## src/rtl/div_pkg.sv

```systemverilog
// Shared types and default widths for the sequential restoring divider.
package div_pkg;

  // Divider control states
  typedef enum logic [1:0] {
    IDLE = 2'd0,
    RUN  = 2'd1,
    DONE = 2'd2
  } div_state_e;

  localparam int unsigned DIV_DIVIDEND_W = 5;
  localparam int unsigned DIV_DIVISOR_W  = 3;

  // Width of the iteration counter; never collapses to zero bits
  function automatic int unsigned div_cnt_w(input int unsigned w);
    return (w > 1) ? $clog2(w) : 1;
  endfunction

  localparam int unsigned DIV_CNT_W = div_cnt_w(DIV_DIVIDEND_W);

endpackage

```

## src/rtl/div_restore_step.sv

```systemverilog
// One combinational restoring-division step: shift in a dividend bit,
// subtract the divisor when it fits.
module div_restore_step #(
  parameter int unsigned DIVISOR_W = 3
) (
  input  logic [DIVISOR_W:0]   rem_i,
  input  logic                 bit_i,
  input  logic [DIVISOR_W-1:0] divisor_i,
  output logic [DIVISOR_W:0]   rem_o,
  output logic                 q_o
);

  localparam int unsigned RW = DIVISOR_W + 1;
  localparam int unsigned EW = DIVISOR_W + 2;

  logic [EW-1:0] shifted_c;
  logic [RW-1:0] diff_c;

  // Shift/compare/subtract at one extra bit so the full remainder feeds in
  always_comb begin
    shifted_c = {rem_i, bit_i};
    q_o       = (shifted_c >= EW'(divisor_i));
    diff_c    = RW'(shifted_c - EW'(divisor_i));
    rem_o     = q_o ? diff_c : shifted_c[RW-1:0];
  end

endmodule

```

## src/rtl/div_3_bit_seq.sv

```systemverilog
// Iterative restoring divider with start/busy/done handshake, one quotient
// bit per clock. Optional result self-check enabled by DIV_SELF_CHECK_EN.
module div_3_bit_seq
  import div_pkg::*;
#(
  parameter int unsigned DIVIDEND_W = DIV_DIVIDEND_W,
  parameter int unsigned DIVISOR_W  = DIV_DIVISOR_W
) (
  input  logic                  clk,
  input  logic                  rst_n,
  input  logic                  start,
  input  logic [DIVIDEND_W-1:0] dividend,
  input  logic [DIVISOR_W-1:0]  divisor,
  output logic                  busy,
  output logic                  done,
  output logic [DIVIDEND_W-1:0] quotient,
  output logic [DIVISOR_W-1:0]  remainder,
`ifdef DIV_SELF_CHECK_EN
  output logic                  check_err,
`endif
  output logic                  dbz
);

  localparam int unsigned CNT_W = div_cnt_w(DIVIDEND_W);
  localparam int unsigned PW    = DIVIDEND_W + DIVISOR_W;

  div_state_e            state_q, state_d;
  logic [CNT_W-1:0]      cnt_q, cnt_d;
  logic [DIVIDEND_W-1:0] dvd_q, dvd_d;
  logic [DIVISOR_W-1:0]  dvs_q, dvs_d;
  logic [DIVISOR_W:0]    rem_q, rem_d;
  logic [DIVIDEND_W-1:0] qacc_q, qacc_d;
  logic [DIVIDEND_W-1:0] quo_q, quo_d;
  logic [DIVISOR_W-1:0]  remo_q, remo_d;
  logic                  dbz_q, dbz_d;
  logic                  busy_q, busy_d;
  logic                  done_q, done_d;
`ifdef DIV_SELF_CHECK_EN
  logic                  check_err_q, check_err_d;
  logic [PW-1:0]         recon_c;
`endif

  logic [DIVISOR_W:0]    step_rem_c;
  logic                  step_q_c;

  // Single restoring step on the bit selected by the iteration counter
  div_restore_step #(
    .DIVISOR_W (DIVISOR_W)
  ) u_step (
    .rem_i     (rem_q),
    .bit_i     (dvd_q[cnt_q]),
    .divisor_i (dvs_q),
    .rem_o     (step_rem_c),
    .q_o       (step_q_c)
  );

  // Next-state, datapath and output logic
  always_comb begin
    state_d = state_q;
    cnt_d   = cnt_q;
    dvd_d   = dvd_q;
    dvs_d   = dvs_q;
    rem_d   = rem_q;
    qacc_d  = qacc_q;
    quo_d   = quo_q;
    remo_d  = remo_q;
    dbz_d   = dbz_q;
    busy_d  = 1'b0;
    done_d  = 1'b0;
`ifdef DIV_SELF_CHECK_EN
    check_err_d = check_err_q;
    recon_c     = PW'(quo_q) * PW'(dvs_q) + PW'(remo_q);
`endif

    unique case (state_q)
      RUN: begin
        busy_d = 1'b1;
        rem_d  = step_rem_c;
        qacc_d = {qacc_q[DIVIDEND_W-2:0], step_q_c};
        if (cnt_q == '0) begin
          state_d = DONE;
          busy_d  = 1'b0;
          done_d  = 1'b1;
          quo_d   = {qacc_q[DIVIDEND_W-2:0], step_q_c};
          remo_d  = step_rem_c[DIVISOR_W-1:0];
          dbz_d   = 1'b0;
        end else begin
          cnt_d = cnt_q - CNT_W'(1);
        end
      end
      default: begin
        // IDLE and DONE both accept a new request
        state_d = IDLE;
`ifdef DIV_SELF_CHECK_EN
        if (state_q == DONE) begin
          check_err_d = !dbz_q && ((recon_c != PW'(dvd_q)) || (remo_q >= dvs_q));
        end
`endif
        if (start) begin
          if (divisor != '0) begin
            state_d = RUN;
            busy_d  = 1'b1;
            dvd_d   = dividend;
            dvs_d   = divisor;
            rem_d   = '0;
            qacc_d  = '0;
            cnt_d   = CNT_W'(DIVIDEND_W - 1);
          end else begin
            state_d = DONE;
            done_d  = 1'b1;
            quo_d   = '1;
            remo_d  = '0;
            dbz_d   = 1'b1;
          end
        end
      end
    endcase
  end

  // State and datapath registers
  always_ff @(posedge clk or negedge rst_n) begin
    if (!rst_n) begin
      state_q <= IDLE;
      cnt_q   <= '0;
      dvd_q   <= '0;
      dvs_q   <= '0;
      rem_q   <= '0;
      qacc_q  <= '0;
      quo_q   <= '0;
      remo_q  <= '0;
      dbz_q   <= 1'b0;
      busy_q  <= 1'b0;
      done_q  <= 1'b0;
`ifdef DIV_SELF_CHECK_EN
      check_err_q <= 1'b0;
`endif
    end else begin
      state_q <= state_d;
      cnt_q   <= cnt_d;
      dvd_q   <= dvd_d;
      dvs_q   <= dvs_d;
      rem_q   <= rem_d;
      qacc_q  <= qacc_d;
      quo_q   <= quo_d;
      remo_q  <= remo_d;
      dbz_q   <= dbz_d;
      busy_q  <= busy_d;
      done_q  <= done_d;
`ifdef DIV_SELF_CHECK_EN
      check_err_q <= check_err_d;
`endif
    end
  end

  assign busy      = busy_q;
  assign done      = done_q;
  assign quotient  = quo_q;
  assign remainder = remo_q;
  assign dbz       = dbz_q;
`ifdef DIV_SELF_CHECK_EN
  assign check_err = check_err_q;
`endif

endmodule
```

## config.mk

```make
export PLATFORM = sky130hd
export DESIGN_NAME = div_3_bit_seq
export DESIGN_NICKNAME = d
export VERILOG_FILES = /design/src/rtl/div_pkg.sv /design/src/rtl/div_restore_step.sv /design/src/rtl/div_3_bit_seq.sv
export SDC_FILE = /design/constraint.sdc
export NUM_CORES = 1
export LEC_CHECK = 0
export CORE_UTILIZATION = 55
export CTS_CLUSTER_SIZE = 12
export DETAILED_ROUTE_END_ITERATION = 8
export GPL_TIMING_DRIVEN = 0
export HOLD_SLACK_MARGIN = 0.1
export PLACE_DENSITY_LB_ADDON = 0.15
export SLEW_MARGIN = 40
export SYNTH_ARGS = -nofsm -noshare
export SYNTH_HDL_FRONTEND = slang
export SYNTH_HIERARCHICAL = 1
export SYNTH_SLANG_ARGS = --single-unit
```

## constraint.sdc

```tcl
create_clock -name clk -period 6.6 [get_ports clk]
set_input_delay 1.98 -clock clk [delete_from_list [all_inputs] [get_ports clk]]
set_output_delay 1.98 -clock clk [all_outputs]
set_load 0.02 [all_outputs]
```

==> summary.md, run 1 <==
| Metric | Value |
|---|---|
| Hold buffer count at cts | `0` |
| Slew at the pin closest to its max-slew limit | `between 0.6 and 0.7 ns` |
| Total power | `~1.1 mW` |
| Sum of net half-perimeters after detailed placement | `about 2200 um` |
| Number of buffers added for setup after CTS | `0` |
| Buffers plus inverters on the worst setup path | `1` |
| Worst slew margin relative to its limit | `a little over half` |
| Final-layout setup total negative slack | `0 ns` |
| Unrepaired setup endpoints after global routing | `no` |
| Inserted Diodes | `0` |
| Vias per cell | `about 5.7` |
| Maximum Capacitance Violations | `0` |
| Proportion of netlist area held by the largest area contributor | `roughly 52%` |
| Count of synthesis-stage warnings from yosys | `6` |
| Maximum number of buffers from clock root to sink | `2` |
| Post-Layout Cell Count | `200` |
| Floorplan row count | `18` |
| Biggest area contributors in the synthesized netlist | `dfrtp_1 52%, mux2_4 5.8%, nand2_1 4.8%, ha_1 4.0%, a21oi_1 3.9%` |
| Post-synthesis cell area | `between 1500 and 2000 um2` |
| Final Hold Viols | `0` |
| Die outline height | `55.16 um` |
| Kind of cell adding the most delay to the critical path | `buffers and inverters` |
| Total routing resource utilization after global routing | `a little under a quarter` |
| Max rail drop VDD | `~380 uV` |
| Pin count of the biggest net entering global routing | `33` |
| Count of placed standard cells including taps | `around 190` |
| Critical Path Sink Type | `output pin` |
| FMAX | `0.3037 GHz` |
| Critical path required time | `between 4 and 5 ns` |
| RePlAce Congestion | `~0.8` |
| Result of the run | `finished, final reports clean` |
| TritonCTS clock tree | `yes` |
| CP max FO | `2` |
| Overflow after GRT | `0` |
| Post-route minimum period | `approximately 3.3 ns` |
| Endpoint arrival time on the critical path | `~1.3 ns` |
| Share of flip-flops with an asynchronous set or reset after synthesis | `100.0%` |
| Layout-stage area growth over the synthesis result | `19.57%` |
| Routed len/inst | `roughly 15 um` |
| DRC | `0` |
| Number of fill cells | `212` |
| Most frequent cells after synthesis | `32 x dfrtp_1, 20 x nand2_1, 12 x a21oi_1` |
| Largest stage delay, worst path | `0.61 ns` |
| Starting Density | `between 60% and 70%` |
| Clock-pin slew on the worst setup and hold paths | `between 0.1 and 0.15 ns` |
| 1st-iter DRT viols | `34` |
| Post_cts resized | `0` |
| Total clock buffers created by CTS | `5` |
| Global-route wire length before repair | `~4700 um` |
| Fin crit share | `between 40% and 50%` |
| Worst min path class | `reg2reg` |
| Number of antenna violations at the first check in global routing | `0` |
| Register bit total from synthesis | `32` |
| Worst path cell trace | `clkdlybuf4s50_1` |
| Final wirelength | `between 2000 and 3000 um` |
| Gate count after technology mapping | `around 140` |
| Vias post-DR | `~1.1k` |
| Mean area per synthesized cell | `between 10 and 15 um2` |
| Leading cell type by number of instances after synthesis | `dfrtp_1` |
| Area of the core | `~2600 um2` |
| Register area share after synthesis | `roughly half` |
| Critical path launch point type | `register` |
| Synth Flop Type | `dfrtp_1` |
| Post-Syn Nets | `roughly 160` |
| Floorplan die area | `slightly above 3000 um2` |
| Final setup fails | `0` |
| Clock Skews | `between 0.01 and 0.015 ns` |
| Fraction of final layout cells sized beyond drive strength 1 | `16.47%` |
| Area of placed instances | `roughly 1800 um2` |
| Input/output buffers | `21` |
| # clock sinks | `32` |
| Ports placed on the boundary | `22` |
| Number of detailed-route iterations in the first pass | `4` |
| Number of enable flip-flop cells after synthesis | `0` |
| Count of distinct cell types in the synthesized netlist | `37` |
| Worst Setup Path Type | `reg2out` |
| Nets@finish | `around 190` |
| Number of H-tree branching levels | `2` |
| Max-slew violation count | `0` |
| Max stage delay cell, worst path | `clkdlybuf4s50_1` |
| Via count of the first global-routing pass | `roughly 1.1k` |
| Insertion delay to the later sink of the worst-skew pair | `around 0.33 ns` |
| Post-synth top area cell | `dfrtp_1` |
| Width of the chip | `around 55 um` |
| Number of antenna-violating nets in the routed design | `0` |
| Cell area after layout | `approximately 1900 um2` |
| Power density of the placed cells | `571.9 nW/um2` |
| Leakage Power | `about 0.86 nW` |
| Clock Tree Root | `clkbuf_4` |
metal layers:
layer  routed length [um]  part of all wire (%)  global-route usage, %  up-vias
met5                    0                     0                      0        -
met4                   23                  0.78                  7.500        0
met3                  149                   5.1                  5.738        5
met2                 1481                    50                  39.96       30
met1                 1294                    44                  26.34      560
li1                     -                     -                      -      547
worst paths after layout:
path                             start  slack (ns)          end  cells after the start
hold reg to reg                    dbz        0.49          dbz                      2
min in group asynchronous        rst_n        1.68  quotient[0]                      1
setup / recovery           quotient[2]        3.31  quotient[2]                      1
hold / removal                     dbz        0.49          dbz                      2
setup reg to reg              cnt_q[2]        3.84     rem_q[2]                     11
max in group asynchronous        rst_n        4.47     cnt_q[2]                      1
placed cells by master (no fill, tap or decap), types with 2 or more instances in the layout:
master / count
dfrtp_1: 32
clkdlybuf4s50_1: 20
clkbuf_4: 5
ha_1: 5
buf_6: 2
clkbuf_1: 3
mux2_2: 3
a21oi_1: 12
o21ai_0: 5
a22o_1: 4
clkinv_2: 2
nor2_1: 6
inv_1: 6
mux2i_1: 4
buf_2: 3
nand3_1: 3
nor3_1: 7
nand2_1: 20
mux2_4: 6
state kept, by name, summed over array words and instances, names as in the netlist, 2 cells and up:
name / flops
cnt_q: 3
dvd_q: 5
dvs_q: 3
qacc_q: 4
quotient: 5
rem_q: 4
remainder: 3
state_q: 2
stage by stage:
step                      util [%]  hold WS (ns)  setup WS, ns
final                        72.37        0.4909         3.307
after global routing         72.37        0.5418         3.259
after CTS                    72.37        0.4991         3.294
after detailed placement     69.98        0.4735         3.001
after global placement       70.18        0.4629         3.002
after floorplan                  -        0.4666         3.534
cell type report:
type	instances	area, um2	area share (%)
multi-input combinational	96	686.9	36.97
sequential	32	800.8	43.10
buffer	7	43.79	2.357
timing repair buffer	21	205.2	11.04
clock inverter	2	10.01	0.5387
tap	30	37.54	2.020
clock buffer	6	51.30	2.761
inverter	6	22.52	1.212
report_power, final:
group | leakage, nW | internal [mW] | switching (mW)
clock | 0.0380 | 0.0507 | 0.0653
combinational | 0.439 | 0.302 | 0.297
sequential | 0.383 | 0.291 | 0.0569
cells by family (layout without fill, tap and decap cells):
group,Yosys count,after routing,share of synthesized area [%]
xor gates and xnor gates,1,1,0.5637
and+or+nand+nor,47,47,15.86
AOI/OAI and AO/OA,29,29,11.92
muxes,13,13,10.55
adders and majority gates,6,6,5.314
buffers and inverters,13,42,4.267
DFF,32,32,51.53
Power figures use the tool's default switching activity.
==> run 2: changes to the inputs <==
--- a/config.mk
+++ b/config.mk
@@ -5,7 +5,7 @@
 export SDC_FILE = /design/constraint.sdc
 export NUM_CORES = 1
 export LEC_CHECK = 0
-export CORE_UTILIZATION = 55
+export CORE_UTILIZATION = 53
 export CTS_CLUSTER_SIZE = 12
 export DETAILED_ROUTE_END_ITERATION = 8
 export GPL_TIMING_DRIVEN = 0
==> constraint.sdc (replaced) <==
create_clock -name clk -period 3.1 [get_ports clk]
set_input_delay 0.93 -clock clk [delete_from_list [all_inputs] [get_ports clk]]
set_output_delay 0.93 -clock clk [all_outputs]
set_load 0.02 [all_outputs]
==> summary.md, run 2 (synthesis gave the netlist of run 1 again) <==
| Metric | Value |
|---|---|
| Post_cts resized | `0 (unchanged)` |
| Critical path launch point type | `register` |
| Result of the run | `finished, final reports clean` |
| Global-route wire length before repair | `5119 um (+8.8%)` |
| TritonCTS clock tree | `yes` |
| Power density of the placed cells | `1246 nW/um2 (+120%)` |
| Input/output buffers | `21 (unchanged)` |
| Endpoint arrival time on the critical path | `3.03 ns (+1.72 ns)` |
| Floorplan row count | `19 (+1)` |
| Post-route minimum period | `around 2.8 ns` |
| Layout-stage area growth over the synthesis result | `20.61%` |
| Slew at the pin closest to its max-slew limit | `0.6927 ns (+0.01204 ns)` |
| Clock Skews | `0.006512 ns (-0.007058 ns)` |
| Final setup fails | `0 (unchanged)` |
| Clock-pin slew on the worst setup and hold paths | `0.10 ns (about the same)` |
| Total routing resource utilization after global routing | `21.66% (-0.90 points)` |
| Worst min path class | `reg2reg` |
| Maximum number of buffers from clock root to sink | `2 (unchanged)` |
| Via count of the first global-routing pass | `1145 (+2.3%)` |
| Starting Density | `56.35% (-4.2 points)` |
| Fraction of final layout cells sized beyond drive strength 1 | `15.88% (-0.59 points)` |
| Clock Tree Root | `clkbuf_4` |
| Max-slew violation count | `0 (unchanged)` |
| Max rail drop VDD | `849.8 uV (+130%)` |
| Worst path cell trace | `clkbuf_1 -> mux2i_1 -> o21ai_0 -> a21o_1 -> inv_1 -> ha_1 -> a31oi_1 -> or3b_1 -> buf_6 -> mux2_4 -> a22o_1` |
| Total clock buffers created by CTS | `5 (unchanged)` |
| 1st-iter DRT viols | `34 (unchanged)` |
| Nets@finish | `186 (unchanged)` |
| Critical path required time | `3.34 ns (-1.28 ns)` |
| Largest stage delay, worst path | `0.38 ns (-0.23 ns)` |
| Fin crit share | `89.96%` |
| RePlAce Congestion | `0.7936 (+1.7%)` |
| Ports placed on the boundary | `22 (unchanged)` |
| Insertion delay to the later sink of the worst-skew pair | `0.34 ns (about the same)` |
| Worst slew margin relative to its limit | `53.82% (-0.80 points)` |
| Fraction of the core area covered by cells at the end of the flow | `67.97% (-4.4 points)` |
| Number of H-tree branching levels | `2 (unchanged)` |
| Number of antenna violations at the first check in global routing | `0 (unchanged)` |
| Unrepaired setup endpoints after global routing | `no` |
| Vias post-DR | `1159 (+1.5%)` |
| Number of antenna-violating nets in the routed design | `0 (unchanged)` |
| Leakage Power | `0.8641 nW (+0.49%)` |
| Inserted Diodes | `0 (unchanged)` |
| CP max FO | `8 (+6)` |
| Number of detailed-route iterations in the first pass | `4 (unchanged)` |
| Worst-case hold slack | `0.4846 ns (-0.006370 ns)` |
| Overflow after GRT | `0 (unchanged)` |
| Vias per cell | `5.766 (+0.98%)` |
| # clock sinks | `32 (unchanged)` |
| Die outline height | `56.15 um (+1.8%)` |
| Sum of net half-perimeters after detailed placement | `2081 um (-5.6%)` |
| Floorplan die area | `3153 um2 (+3.6%)` |
| Hold buffer count at cts | `0 (unchanged)` |
| Total power | `2.335 mW (+120%)` |
| Setup WS post-layout | `0.3112 ns (-2.996 ns)` |
| Routed len/inst | `14.88 um (+0.95%)` |
| Critical Path Sink Type | `register` |
| FMAX | `0.3586 GHz` |
| Number of buffers added for setup after CTS | `0 (unchanged)` |
| Area of the core | `2758 um2 (+7.4%)` |
| Pin count of the biggest net entering global routing | `33 (unchanged)` |
| Leading cell type in the layout, fill and taps excluded | `dfrtp_1` |
| Setup Slack @ Placement | `0.3224 ns (-2.678 ns)` |
| Final Hold Viols | `0 (unchanged)` |
| Width of the chip | `56.15 um (+1.8%)` |
| Commonest non-fill, non-tap cells in the layout | `32 x dfrtp_1, 20 x nand2_1, 20 x clkdlybuf4s50_1` |
| DRC | `0 (unchanged)` |
| Final-layout setup total negative slack | `0 ns (unchanged)` |
| Final wirelength | `2991 um (+1.5%)` |
| Max stage delay cell, worst path | `or3b_1` |
| Worst Setup Path Type | `reg2reg` |
| Maximum Capacitance Violations | `0 (unchanged)` |
run 2: changes by cell type in the layout (fill, tap and decap cells not counted), sizes merged:
cell    before  now
bufinv       0    1
clkinv       2    1
run 2: report_power, final:
group | switching (mW) | leakage [nW] | internal, mW | total (mW)
combinational | 0.637 | 0.439 | 0.641 | 1.28
clock | 0.145 | 0.0422 | 0.169 | 0.314
sequential | 0.123 | 0.383 | 0.619 | 0.742
run 2: metrics by stage:
step                instance area, um2  instances
floorplan                         1554        141
global placement                  1803        193
detailed placement                1798        193
CTS                               1874        201
global route                      1874        201
finish                            1874        201
run 2: final cells by class:
cell class	count	area, um2
plain buffers	7	43.79
clock buffers	6	41.29
clock inverters	2	35.03
fillers	242	883.3
inverters	6	22.52
multi-input cells	96	686.9
flip-flops and latches	32	800.8
well taps	31	38.79
repair buffers	21	205.2
run 2: worst paths after layout:
| kind | slack (ns) | start | depth (start not counted) | end |
|---|---|---|---|---|
| min reg2reg | 0.48 | dbz | 2 | dbz |
| min in group asynchronous | 0.62 | rst_n | 1 | rem_q[2] |
| max | 0.31 | cnt_q[2] | 11 | rem_q[2] |
| max in group asynchronous | 2.03 | rst_n | 1 | dvs_q[0] |
| max reg2reg | 0.31 | cnt_q[2] | 11 | rem_q[2] |
| min | 0.48 | dbz | 2 | dbz |
run 2: layer usage:
layer / vias up / GRT usage [%] / part of all wire (%)
li1: 547 / - / -
met1: 570 / 27.22 / 46
met2: 35 / 33.16 / 47
met3: 7 / 7.209 / 5.1
met4: 0 / 11.50 / 2.4
met5: - / 0 / 0
run 2: worst max-delay path, delay by kind of cell, from the launching register on:
family	cells	cell delay [ns]
flip-flops	1	0.33
multiplexers	2	0.52
adder cells (fa/ha/maj)	1	0.25
AO/OA/AOI/OAI	4	0.71
buffers and inverters	3	0.50
AND/OR/NAND/NOR	1	0.38
==> run 3: changes to the inputs <==
--- a/config.mk
+++ b/config.mk
@@ -5,12 +5,14 @@
 export SDC_FILE = /design/constraint.sdc
 export NUM_CORES = 1
 export LEC_CHECK = 0
-export CORE_UTILIZATION = 53
+export CORE_UTILIZATION = 55
+export CTS_BUF_LIST = sky130_fd_sc_hd__clkbuf_8
 export CTS_CLUSTER_SIZE = 12
 export DETAILED_ROUTE_END_ITERATION = 8
 export GPL_TIMING_DRIVEN = 0
 export HOLD_SLACK_MARGIN = 0.1
 export PLACE_DENSITY_LB_ADDON = 0.15
+export SETUP_SLACK_MARGIN = 0.4
 export SLEW_MARGIN = 40
 export SYNTH_ARGS = -nofsm -noshare
 export SYNTH_HDL_FRONTEND = slang
==> summary.md, run 3 (synthesis gave the netlist of run 1 again) <==
| Metric | Value |
|---|---|
| Number of H-tree branching levels | `2 (unchanged)` |
| Leakage Power | `0.8755 nW (+1.3%)` |
| RePlAce Congestion | `0.7803 (-1.7%)` |
| Number of fill cells | `202 (-17%)` |
| Reg-to-reg critical path endpoint | `rem_q[2]` |
| Worst min path class | `reg2reg` |
| Nets@finish | `186 (unchanged)` |
| Power density of the placed cells | `1246 nW/um2 (about the same)` |
| Startpoint of the lowest-slack register-to-register path | `cnt_q[2]` |
| Global-route wire length before repair | `4795 um (-6.3%)` |
| Result of the run | `finished, final reports clean` |
| Vias per cell | `5.825 (+1.0%)` |
| Critical Path Sink Type | `register` |
| GR met3 Demand/Resource | `5.738% (-1.5 points)` |
| Ports placed on the boundary | `22 (unchanged)` |
| Final setup fails | `0 (unchanged)` |
| Layout-stage area growth over the synthesis result | `21.66%` |
| Pin count of the biggest net entering global routing | `33 (unchanged)` |
| Overflow after GRT | `0 (unchanged)` |
| Clock-pin slew on the worst setup and hold paths | `0.07 ns (-0.03 ns)` |
| Area of the core | `2567 um2 (-6.9%)` |
| Clock Tree Root | `clkbuf_8` |
| Starting Density | `60.53% (+4.2 points)` |
| GRT met2 Usage | `40.36% (+7.2 points)` |
| Final wirelength | `3044 um (+1.8%)` |
| Critical path launch point type | `register` |
| 1st-iter DRT viols | `29 (-15%)` |
| Die outline height | `55.16 um (-1.8%)` |
| Total routing resource utilization after global routing | `23.48% (+1.8 points)` |
| Inserted Diodes | `0 (unchanged)` |
| Critical path required time | `3.27 ns (-0.07 ns)` |
| Commonest non-fill, non-tap cells in the layout | `32 x dfrtp_1, 20 x nand2_1, 20 x clkdlybuf4s50_1` |
| Fin crit share | `83.78% (-6.2 points)` |
| Post-route minimum period | `2.597 ns (-0.1917 ns)` |
| R2R depth | `11 (unchanged)` |
| WHS Path Cells | `2 (unchanged)` |
| Setup Slack @ Placement | `0.3424 ns (+0.02004 ns)` |
| Routed len/inst | `15.22 um (+2.3%)` |
| Final-layout setup total negative slack | `0 ns (unchanged)` |
| Hold buffer count at cts | `0 (unchanged)` |
| Final Hold Viols | `0 (unchanged)` |
| Floorplan row count | `18 (-1)` |
| Worst Min Path Start | `dbz` |
| Number of detailed-route iterations in the first pass | `4 (unchanged)` |
| Vias post-DR | `1165 (+0.52%)` |
| Sum of net half-perimeters after detailed placement | `2205 um (+6.0%)` |
| Cell area after layout | `1891 um2 (+0.87%)` |
| Total power | `2.356 mW (+0.89%)` |
| Width of the chip | `55.16 um (-1.8%)` |
| Input/output buffers | `21 (unchanged)` |
| Fraction of final layout cells sized beyond drive strength 1 | `17.06% (+1.2 points)` |
| TritonCTS clock tree | `yes` |
| CP max FO | `8 (unchanged)` |
| Worst Setup Path Type | `reg2reg` |
| Number of antenna violations at the first check in global routing | `0 (unchanged)` |
| Unrepaired setup endpoints after global routing | `no` |
| Via count of the first global-routing pass | `1128 (-1.5%)` |
| Slew at the pin closest to its max-slew limit | `0.6914 ns (-0.001297 ns)` |
| Maximum number of buffers from clock root to sink | `2 (unchanged)` |
| Floorplan die area | `3042 um2 (-3.5%)` |
| Max-slew violation count | `0 (unchanged)` |
| DRC | `0 (unchanged)` |
| Clock Skews | `0.008533 ns (+0.002020 ns)` |
| Routing usage on met1 | `27.21% (about the same)` |
| Total clock buffers created by CTS | `5 (unchanged)` |
| Area of placed instances | `1797 um2 (about the same)` |
| Worst-case register-to-register setup slack | `0.50 ns (+0.19 ns)` |
| Endpoint arrival time on the critical path | `2.77 ns (-0.26 ns)` |
| # clock sinks | `32 (unchanged)` |
| Max rail drop VDD | `831.9 uV (-2.1%)` |
| Leading cell type in the layout, fill and taps excluded | `dfrtp_1` |
| Worst slew margin relative to its limit | `53.91% (+0.087 points)` |
| Setup WS post-layout | `0.5029 ns (+0.1917 ns)` |
| Min-Delay Endpoint | `dbz` |
| FMAX | `0.3850 GHz (+7.4%)` |
| Insertion delay to the later sink of the worst-skew pair | `0.29 ns (-0.05 ns)` |
| Maximum Capacitance Violations | `0 (unchanged)` |
| Number of antenna-violating nets in the routed design | `0 (unchanged)` |
| Most heavily used metal layer in global routing | `met2` |
[run 3: cell types whose count changed in the layout (fill, tap and decap cells not counted), sizes merged]
cell | before | now
buf | 5 | 6
bufinv | 1 | 0
clkbuf | 9 | 8
clkinv | 1 | 2
[run 3: final cells by class]
cell class / count / area [um2] / area share, %
clock buffers: 6 / 82.58 / 4.368
plain buffers: 7 / 45.04 / 2.383
multi-input cells: 96 / 686.9 / 36.33
clock inverters: 2 / 10.01 / 0.5295
flip-flops and latches: 32 / 800.8 / 42.36
repair buffers: 21 / 205.2 / 10.85
well taps: 30 / 37.54 / 1.985
inverters: 6 / 22.52 / 1.191
[run 3: worst max-delay path by stage]
stage	end	cells past startpoint	from
6_report	rem_q[2]	11	cnt_q[2]
5_1_grt	rem_q[2]	11	cnt_q[2]
4_1_cts	rem_q[2]	11	cnt_q[2]
3_5_place_dp	rem_q[2]	11	cnt_q[2]
3_3_place_gp	rem_q[2]	11	cnt_q[2]
2_1_floorplan	rem_q[2]	11	cnt_q[2]
[run 3: critical path: stages, from the launching register on]
cell and delay (ns):
dfrtp_1 0.32, buf_2 0.18, mux2i_1 0.20, o21ai_1 0.07, a21o_1 0.18, inv_1 0.09, ha_1 0.26, a31oi_1 0.17
or3b_1 0.38, buf_6 0.14, mux2_4 0.30, a22o_1 0.20
[run 3: metal layers]
metal | up-vias | part of all wire, %
met5 | - | 0
met4 | 0 | 1.2
met3 | 5 | 4.1
met2 | 33 | 50
met1 | 584 | 44
li1 | 543 | -
[run 3: stage by stage]
step           utilization [%]  hold slack, ns  std cells
5_1_grt                  73.64          0.5323        200
3_3_place_gp             70.18          0.4629        192
3_5_place_dp             69.98          0.4735        192
6_report                 73.64          0.4879        200
4_1_cts                  73.64          0.4903        200
2_1_floorplan                -          0.4666        141
[run 3: what timing repair did]
| item | CTS | global route |
|---|---|---|
| gates resized for setup | 1 | 2 |
| setup buffers | 0 | 0 |
| pin swaps | 0 | 1 |
| setup endpoints to repair | 2 | 2 |
| gates cloned | 0 | 0 |
[run 3: power by group]
part	internal, mW	switching [mW]
Sequential	0.621	0.122
Combinational	0.646	0.642
Clock	0.177	0.149
Total	1.44	0.913
